<file path="src/rtl/mdu_ctrl.sv">
// Iterative multiply/divide sequencer owning HI/LO: one shift-add (mult) or
// restoring shift-subtract (div) step per cycle, then a sign-fix cycle.
module mdu_ctrl #(
  parameter int unsigned WIDTH = 32
) (
  input  logic             clk,
  input  logic             reset,
  input  logic             Start,
  input  logic [1:0]       MDOp,
  input  logic [WIDTH-1:0] A,
  input  logic [WIDTH-1:0] B,
  input  logic             HIWrite,
  input  logic             LOWrite,
  input  logic [WIDTH-1:0] WD,
  output logic             Busy,
  output logic             Done,
  output logic [WIDTH-1:0] HI,
  output logic [WIDTH-1:0] LO
);

  localparam int unsigned CW = (WIDTH > 1) ? $clog2(WIDTH) : 1;

  typedef enum logic [1:0] {IDLE, RUN, FIX} state_e;

  state_e           state_q, state_d;
  logic [1:0]       op_q, op_d;
  logic             sa_q, sa_d, sb_q, sb_d;
  logic [WIDTH-1:0] opb_q, opb_d;   // multiplicand (mult) or divisor (div)
  logic [WIDTH-1:0] up_q, up_d;     // product upper half or remainder
  logic [WIDTH-1:0] lw_q, lw_d;     // multiplier/product lower half or quotient
  logic [CW-1:0]    cnt_q, cnt_d;
  logic [WIDTH-1:0] hi_q, hi_d, lo_q, lo_d;
  logic             done_q, done_d;

  logic             in_signed, in_sa, in_sb;
  logic [WIDTH-1:0] abs_a, abs_b;
  logic [WIDTH:0]   add_sum;
  logic [WIDTH:0]   rem_sh;
  logic [WIDTH+1:0] diff;
  logic [2*WIDTH-1:0] prod;
  logic [WIDTH-1:0] quo, rem;

  always_comb begin
    state_d = state_q;
    op_d    = op_q;
    sa_d    = sa_q;
    sb_d    = sb_q;
    opb_d   = opb_q;
    up_d    = up_q;
    lw_d    = lw_q;
    cnt_d   = cnt_q;
    hi_d    = hi_q;
    lo_d    = lo_q;
    done_d  = 1'b0;

    in_signed = ~MDOp[0];
    in_sa     = in_signed & A[WIDTH-1];
    in_sb     = in_signed & B[WIDTH-1];
    abs_a     = in_sa ? -A : A;
    abs_b     = in_sb ? -B : B;

    add_sum = {1'b0, up_q} + {1'b0, opb_q};
    // Shifted remainder needs one extra bit; the extra borrow bit decides restore.
    rem_sh  = {up_q, lw_q[WIDTH-1]};
    diff    = {1'b0, rem_sh} - {2'b00, opb_q};

    prod = {up_q, lw_q};
    if (~op_q[0] && (sa_q ^ sb_q)) prod = -prod;
    quo = lw_q;
    rem = up_q;
    if (~op_q[0] && (sa_q ^ sb_q)) quo = -quo;
    if (~op_q[0] && sa_q)          rem = -rem;

    unique case (state_q)
      IDLE: begin
        if (Start) begin
          op_d    = MDOp;
          sa_d    = in_sa;
          sb_d    = in_sb;
          up_d    = '0;
          cnt_d   = '0;
          opb_d   = MDOp[1] ? abs_b : abs_a;
          lw_d    = MDOp[1] ? abs_a : abs_b;
          state_d = RUN;
        end else begin
          if (HIWrite) hi_d = WD;
          if (LOWrite) lo_d = WD;
        end
      end
      RUN: begin
        if (op_q[1]) begin
          if (!diff[WIDTH+1]) begin
            up_d = diff[WIDTH-1:0];
            lw_d = {lw_q[WIDTH-2:0], 1'b1};
          end else begin
            up_d = rem_sh[WIDTH-1:0];
            lw_d = {lw_q[WIDTH-2:0], 1'b0};
          end
        end else if (lw_q[0]) begin
          up_d = add_sum[WIDTH:1];
          lw_d = {add_sum[0], lw_q[WIDTH-1:1]};
        end else begin
          up_d = {1'b0, up_q[WIDTH-1:1]};
          lw_d = {up_q[0], lw_q[WIDTH-1:1]};
        end
        cnt_d = cnt_q + 1'b1;
        if (cnt_q == CW'(WIDTH - 1)) state_d = FIX;
      end
      FIX: begin
        if (op_q[1]) begin
          hi_d = rem;
          lo_d = quo;
        end else begin
          hi_d = prod[2*WIDTH-1:WIDTH];
          lo_d = prod[WIDTH-1:0];
        end
        done_d  = 1'b1;
        state_d = IDLE;
      end
      default: state_d = IDLE;
    endcase
  end

  always_ff @(posedge clk) begin
    if (reset) begin
      state_q <= IDLE;
      op_q    <= '0;
      sa_q    <= 1'b0;
      sb_q    <= 1'b0;
      opb_q   <= '0;
      up_q    <= '0;
      lw_q    <= '0;
      cnt_q   <= '0;
      hi_q    <= '0;
      lo_q    <= '0;
      done_q  <= 1'b0;
    end else begin
      state_q <= state_d;
      op_q    <= op_d;
      sa_q    <= sa_d;
      sb_q    <= sb_d;
      opb_q   <= opb_d;
      up_q    <= up_d;
      lw_q    <= lw_d;
      cnt_q   <= cnt_d;
      hi_q    <= hi_d;
      lo_q    <= lo_d;
      done_q  <= done_d;
    end
  end

  assign Busy = (state_q != IDLE);
  assign Done = done_q;
  assign HI   = hi_q;
  assign LO   = lo_q;

endmodule

</file>
<file path="config.mk">
export PLATFORM = sky130hd
export DESIGN_NAME = mdu_ctrl
export DESIGN_NICKNAME = d
export VERILOG_FILES = /design/src/rtl/mdu_ctrl.sv
export SDC_FILE = /design/constraint.sdc
export NUM_CORES = 1
export LEC_CHECK = 0
export ABC_AREA = 0
export CAP_MARGIN = 10
export CORE_MARGIN = 1
export CORE_UTILIZATION = 59
export DETAILED_ROUTE_END_ITERATION = 10
export GPL_TIMING_DRIVEN = 0
export PLACE_DENSITY = 0.81
export SLEW_MARGIN = 5
export SYNTH_ARGS = -nofsm -noshare
export SYNTH_HDL_FRONTEND = slang
export SYNTH_SLANG_ARGS = --single-unit
</file>
<file path="constraint.sdc">
create_clock -name clk -period 6.9 [get_ports clk]
set_input_delay 1.38 -clock clk [delete_from_list [all_inputs] [get_ports clk]]
set_output_delay 1.38 -clock clk [all_outputs]
set_load 0.005 [all_outputs]
</file>
### Yosys cells after proc, flatten, opt, wreduce, memory -nomap -nowiden

Cells that the tools add are included.

| cells by class | value |
|---|---|
| add/subtract/negate cells | 8 |
| equal/unequal tests | 8 |
| mux-type cells | 31 |
| bitwise gates (word level) | 5 |
| reduce and logical (&&, ||, !) cells | 11 |

Operators with widths:

| operator | count |
|---|---|
| 32-bit 2-to-1 mux | 19 |
| 32-bit one-hot mux with 2 select lines | 4 |
| 32-bit negation | 4 |
| 64-bit 2-to-1 mux | 1 |
| 64-bit negation | 1 |
| 33-bit by 32-bit subtractor with 34-bit output | 1 |
| 32-bit by 32-bit adder with 33-bit output | 1 |
| 2-bit != test (second input constant) | 5 |
| 5-bit one-hot mux with 2 select lines | 1 |
| 2-bit AND reduction | 3 |
| 3-bit AND reduction | 2 |
| 2-bit nonzero test | 3 |
| 5-bit by 1-bit adder with 5-bit output (second input constant) | 1 |
| 5-bit equality test (second input constant) | 1 |
| 5-bit 2-to-1 mux | 1 |
| 2-bit 2-to-1 mux | 2 |
| 2-bit one-hot mux with 2 select lines | 1 |
| 1-bit AND | 2 |
| 2-bit by 1-bit equality test with 1-bit output (second input constant) | 1 |
| 2-bit equality test (second input constant) | 1 |
| 1-bit logical AND | 2 |
| 2-bit zero test | 1 |
| 1-bit 2-to-1 mux | 2 |
| 1-bit NOT | 2 |
| 1-bit XOR | 1 |

| storage, ports and cells | value |
|---|---|
| register bits | 172 |
| bits of input ports | 103 |
| output and inout port bits | 66 |
| word-level logic and storage cells | 74 |

### Longest topological paths before layout

| depth | value |
|---|---|
| depth after elaboration | 6 |
| depth in mapped cells | 14 |
| mapped depth without buffers | 13 |

### Worst setup path after synthesis

Ideal clock, no wire load.

| timing path | value |
|---|---|
| kind | input port to flip-flop |
| start | input port B[14] |
| end | register lw_q[25] |
| setup time | 0.122 ns |
| arrival | 3.603 ns |
| data required time | 6.778 ns |
| setup slack | 3.175 ns |
| stages | 9 |
| buffers on the path | 1 |
| cell sequence | or4_1 or3_1 clkbuf_1 nor4_1 a21oi_1 xor2_1 nor2_1 a211oi_1 a221o_1 |

| between the ends | value |
|---|---|
| longest elaborated chain between the ends | 5 |

RTL lines:

| item | line | RTL |
|---|---|---|
| from (decl) | 11 | `input logic [WIDTH-1:0] B,` |
| 32-bit negation | 60 | `abs_b = in_sb ? -B : B;` |
| 32-bit 2-to-1 mux | 60 |  |
| 32-bit 2-to-1 mux | 83 | `lw_d = MDOp[1] ? abs_a : abs_b;` |
| 32-bit 2-to-1 mux | 76 | `if (Start) begin` |
| 32-bit one-hot mux with 2 select lines | 74 | `unique case (state_q)` |
| to (signal assigned) | 144 | `lw_q <= lw_d;` |
| to (decl) | 30 | `logic [WIDTH-1:0] lw_q, lw_d;` |

No other way between the ends. The select of a mux whose other input is x is not followed.
A chain may end at the register's enable or synchronous reset.

### Final worst setup path

| timing path | value |
|---|---|
| start | input port B[2] |
| end | register opb_q[25] |

| between the ends | value |
|---|---|
| longest elaborated chain between the ends | 3 |

RTL lines:

| item | line | RTL |
|---|---|---|
| 32-bit negation | 60 |  |
| 32-bit 2-to-1 mux | 60 |  |
| 32-bit 2-to-1 mux | 82 | `opb_d = MDOp[1] ? abs_b : abs_a;` |
| to (signal assigned) | 142 | `opb_q <= opb_d;` |
| to (decl) | 28 | `logic [WIDTH-1:0] opb_q, opb_d;` |

No other way between the ends.

==> metrics <==
status finished clean; share of cells above drive strength 1 3.53%; Post-DRT Antenna Nets 0; Clock Latency Late Sink 460 ps; Overflow after GRT 0; dominant synthesized flop cell dfxtp_1; FFs w/ async S/R, synth 0%; power density cells 192 mW/mm2; num ports 169; clock skew 18.1 ps; cts hold-fix bufs 0; DRT iter0 DRCs 1807; Inserted Diodes 0; final critical-path share of the clock period 64.6%; standard-cell rows 57; die width 159 um; Cell variety after synth 77; CP startpoint kind primary input; Final GP Congestion 1.04; pre-CTS setup slack 2180 ps; RSZ-0062 raised after global routing no; Synth-to-Final Area Change 18.6%; first-pass GRT wire length 85100 um; CP Capture Type flip-flop; Post-DP Area 0.0167 mm2; xor and xnor area share after synthesis 10.1%; setup ws final 2450 ps; compound-cell area share of the yosys netlist 29.2%; # DRC 0; fin area 0.0173 mm2; pins over their slew limit 0; worst hold path class flip-flop to flip-flop; Tmin final 4450 ps; sequential cell area 0.00344 mm2; vias in the first global route 15025; CP Class primary input to flip-flop; main combinational cell family by area after synthesis compound AO/OA/AOI/OAI gates; FMAX 224 MHz; Post-synth EDFFs 0; layout net count 2284; antenna violations before repair 1; clk slew on worst S/H paths 70 ps; Max VDD drop 0.144 mV; worst hold margin 483 ps; synthesized area 0.0146 mm2; Worst Tran Pin Value 1280 ps; Final Setup Violations 0; WL/cell 22.7 um; Core ar. 0.0243 mm2; Final Hold Viols 0; post-CTS resize count 0; Vert. Die Dim 159 um; Synth Warn # 0; CTS Buf Count 17; Detailed Place HPWL 43900 um; worst endpoint required time 7270 ps; Seq cells post-synth 172; Max Cap Viol 0; # port buffers 168; mux cell area share after synthesis 7.48%; Vias/cell 6.66; Simple-Gate Fraction of Synth Area 17.9%; pin count of the biggest net entering global routing 21; Pleak 0.00673 uW; share of synthesized cell area in full adder, half adder and majority cells 6.28%; Root Buffer clkbuf_16; post-route setup TNS 0 ps; sequential cell area fraction in the yosys report 23.6%; Arrival @ worst endpoint 4830 ps; Die Footprint 0.0254 mm2; area of the multi-input gates 0.0104 mm2; post-CTS setup buffer count 0; gr usage total 42.9%; Starting Density 60.0%; filler cell count 1986; DR vias 16302; worst relative slew slack 13.7%; total clock sinks 172; CTS tree yes; post-synthesis average cell area 7.59 um2; Synth Instances 1921; WL final 55600 um; Max H-tree Level 4; Mapped Nets 2096; CP max FO 6; clk buf depth 2; Layout Utilization 71.2%; DR pass1 iterations 6
report_power, final:
group	total, uW	internal [uW]	switching (uW)
combinational	1180	465	714
sequential	1140	1050	83.0
clock	1010	496	517
worst max-delay path, cell delays in order:
cell and delay, ps:
clkdlybuf4s50_1 500, nor4_1 680, nand4b_1 440, nor4_1 760, a21oi_1 190, xor2_1 270, nor2_1 70, a21oi_1 260
nand2_1 100, a21oi_1 170
sequential cells by signal, summed over array words and instances, names as in the netlist:
name / flops
LO: 32
sa_q: 1
up_q: 32
sb_q: 1
HI: 32
cnt_q: 5
op_q: 2
lw_q: 32
opb_q: 32
state_q: 2
Done: 1
layer usage:
| layer | wire, um | vias up | track usage, % |
|---|---|---|---|
| li1 | - | 7434 | - |
| met1 | 22100 | 7579 | 55.8 |
| met2 | 24000 | 1092 | 66.4 |
| met3 | 6440 | 197 | 10.0 |
| met4 | 3070 | 0 | 22.0 |
| met5 | 0 | - | 0 |
path summary, 6_finish.rpt:
path | start | to | slack (ps) | depth (start not counted)
max | B[2] | opb_q[25]$_SDFFE_PP0P_ | 2450 | 10
min | opb_q[4]$_SDFFE_PP0P_ | opb_q[4]$_SDFFE_PP0P_ | 480 | 2
max reg2reg | up_q[21]$_SDFFE_PP0P_ | up_q[23]$_SDFFE_PP0P_ | 2590 | 12
min reg2reg | opb_q[4]$_SDFFE_PP0P_ | opb_q[4]$_SDFFE_PP0P_ | 480 | 2
cells in the final DEF, fill, tap and decap left out, types with 23 or more instances in the layout:
cell type and n:
clkbuf_1 105, a21o_1 29, inv_1 72, o21ai_0 88, a31oi_1 24, o31ai_1 27
ha_1 70, xor2_1 89, nor2b_1 23, mux2i_1 100, nand2_1 159, nor2_1 211
o211ai_1 38, dfxtp_1 172, nor3_1 33, clkdlybuf4s50_1 168, a21oi_1 153, xnor2_1 80
a211oi_1 152
cell type report:
| type | count | area share [%] |
|---|---|---|
| multi-input cells | 1544 | 59.9 |
| inverters | 73 | 1.58 |
| well taps | 324 | 2.34 |
| flip-flops and latches | 172 | 19.9 |
| plain buffers | 132 | 3.00 |
| clock buffers | 17 | 2.46 |
| repair buffers | 169 | 9.76 |
| clock inverters | 15 | 1.11 |
through the flow:
| step | instances | total power, uW |
|---|---|---|
| global placement | 2413 | 2270 |
| finish | 2446 | 3330 |
| detailed placement | 2414 | 2290 |
| global route | 2446 | 3440 |
| floorplan | 1921 | 1890 |
| CTS | 2446 | 3280 |
synth_stat cells, types with 5 or more instances:
cell type / count / area (um2)
nor2b_1: 23 / 144
buf_2: 6 / 30.0
nand2b_1: 17 / 106
nor2_1: 211 / 792
a221o_1: 11 / 110
a22o_1: 5 / 43.8
or4_1: 12 / 90.1
a211oi_1: 152 / 1140
or2_2: 8 / 50.1
a21oi_1: 153 / 766
a221oi_1: 8 / 70.1
a31o_2: 5 / 43.8
o41ai_1: 9 / 78.8
inv_1: 72 / 270
o21bai_1: 5 / 37.5
and2_1: 10 / 62.6
a31oi_1: 24 / 150
nor4_1: 16 / 100
o221ai_1: 8 / 70.1
clkbuf_1: 105 / 394
o31ai_1: 27 / 203
o21a_1: 14 / 105
nand2_1: 159 / 597
nor3_1: 34 / 170
a21o_1: 29 / 218
o211ai_1: 38 / 285
mux2_2: 8 / 90.1
ha_1: 70 / 876
or3_1: 17 / 106
nand4_1: 9 / 56.3
mux2i_1: 100 / 1000
nand3_1: 14 / 70.1
buf_1: 18 / 67.6
a211o_1: 5 / 43.8
o21ai_0: 88 / 440
and3_1: 16 / 100
dfxtp_1: 172 / 3440
a22oi_1: 5 / 37.5
xor2_1: 89 / 780
xnor2_1: 80 / 701
cell families after synthesis:
kind of cell    after synthesis
compound gates              632
fa+ha+maj                    72
flops                       172
buf+inv                     205
xor+xnor                    169
mux                         108
simple gates                563
No activity file was read; power rests on OpenSTA's default activity.
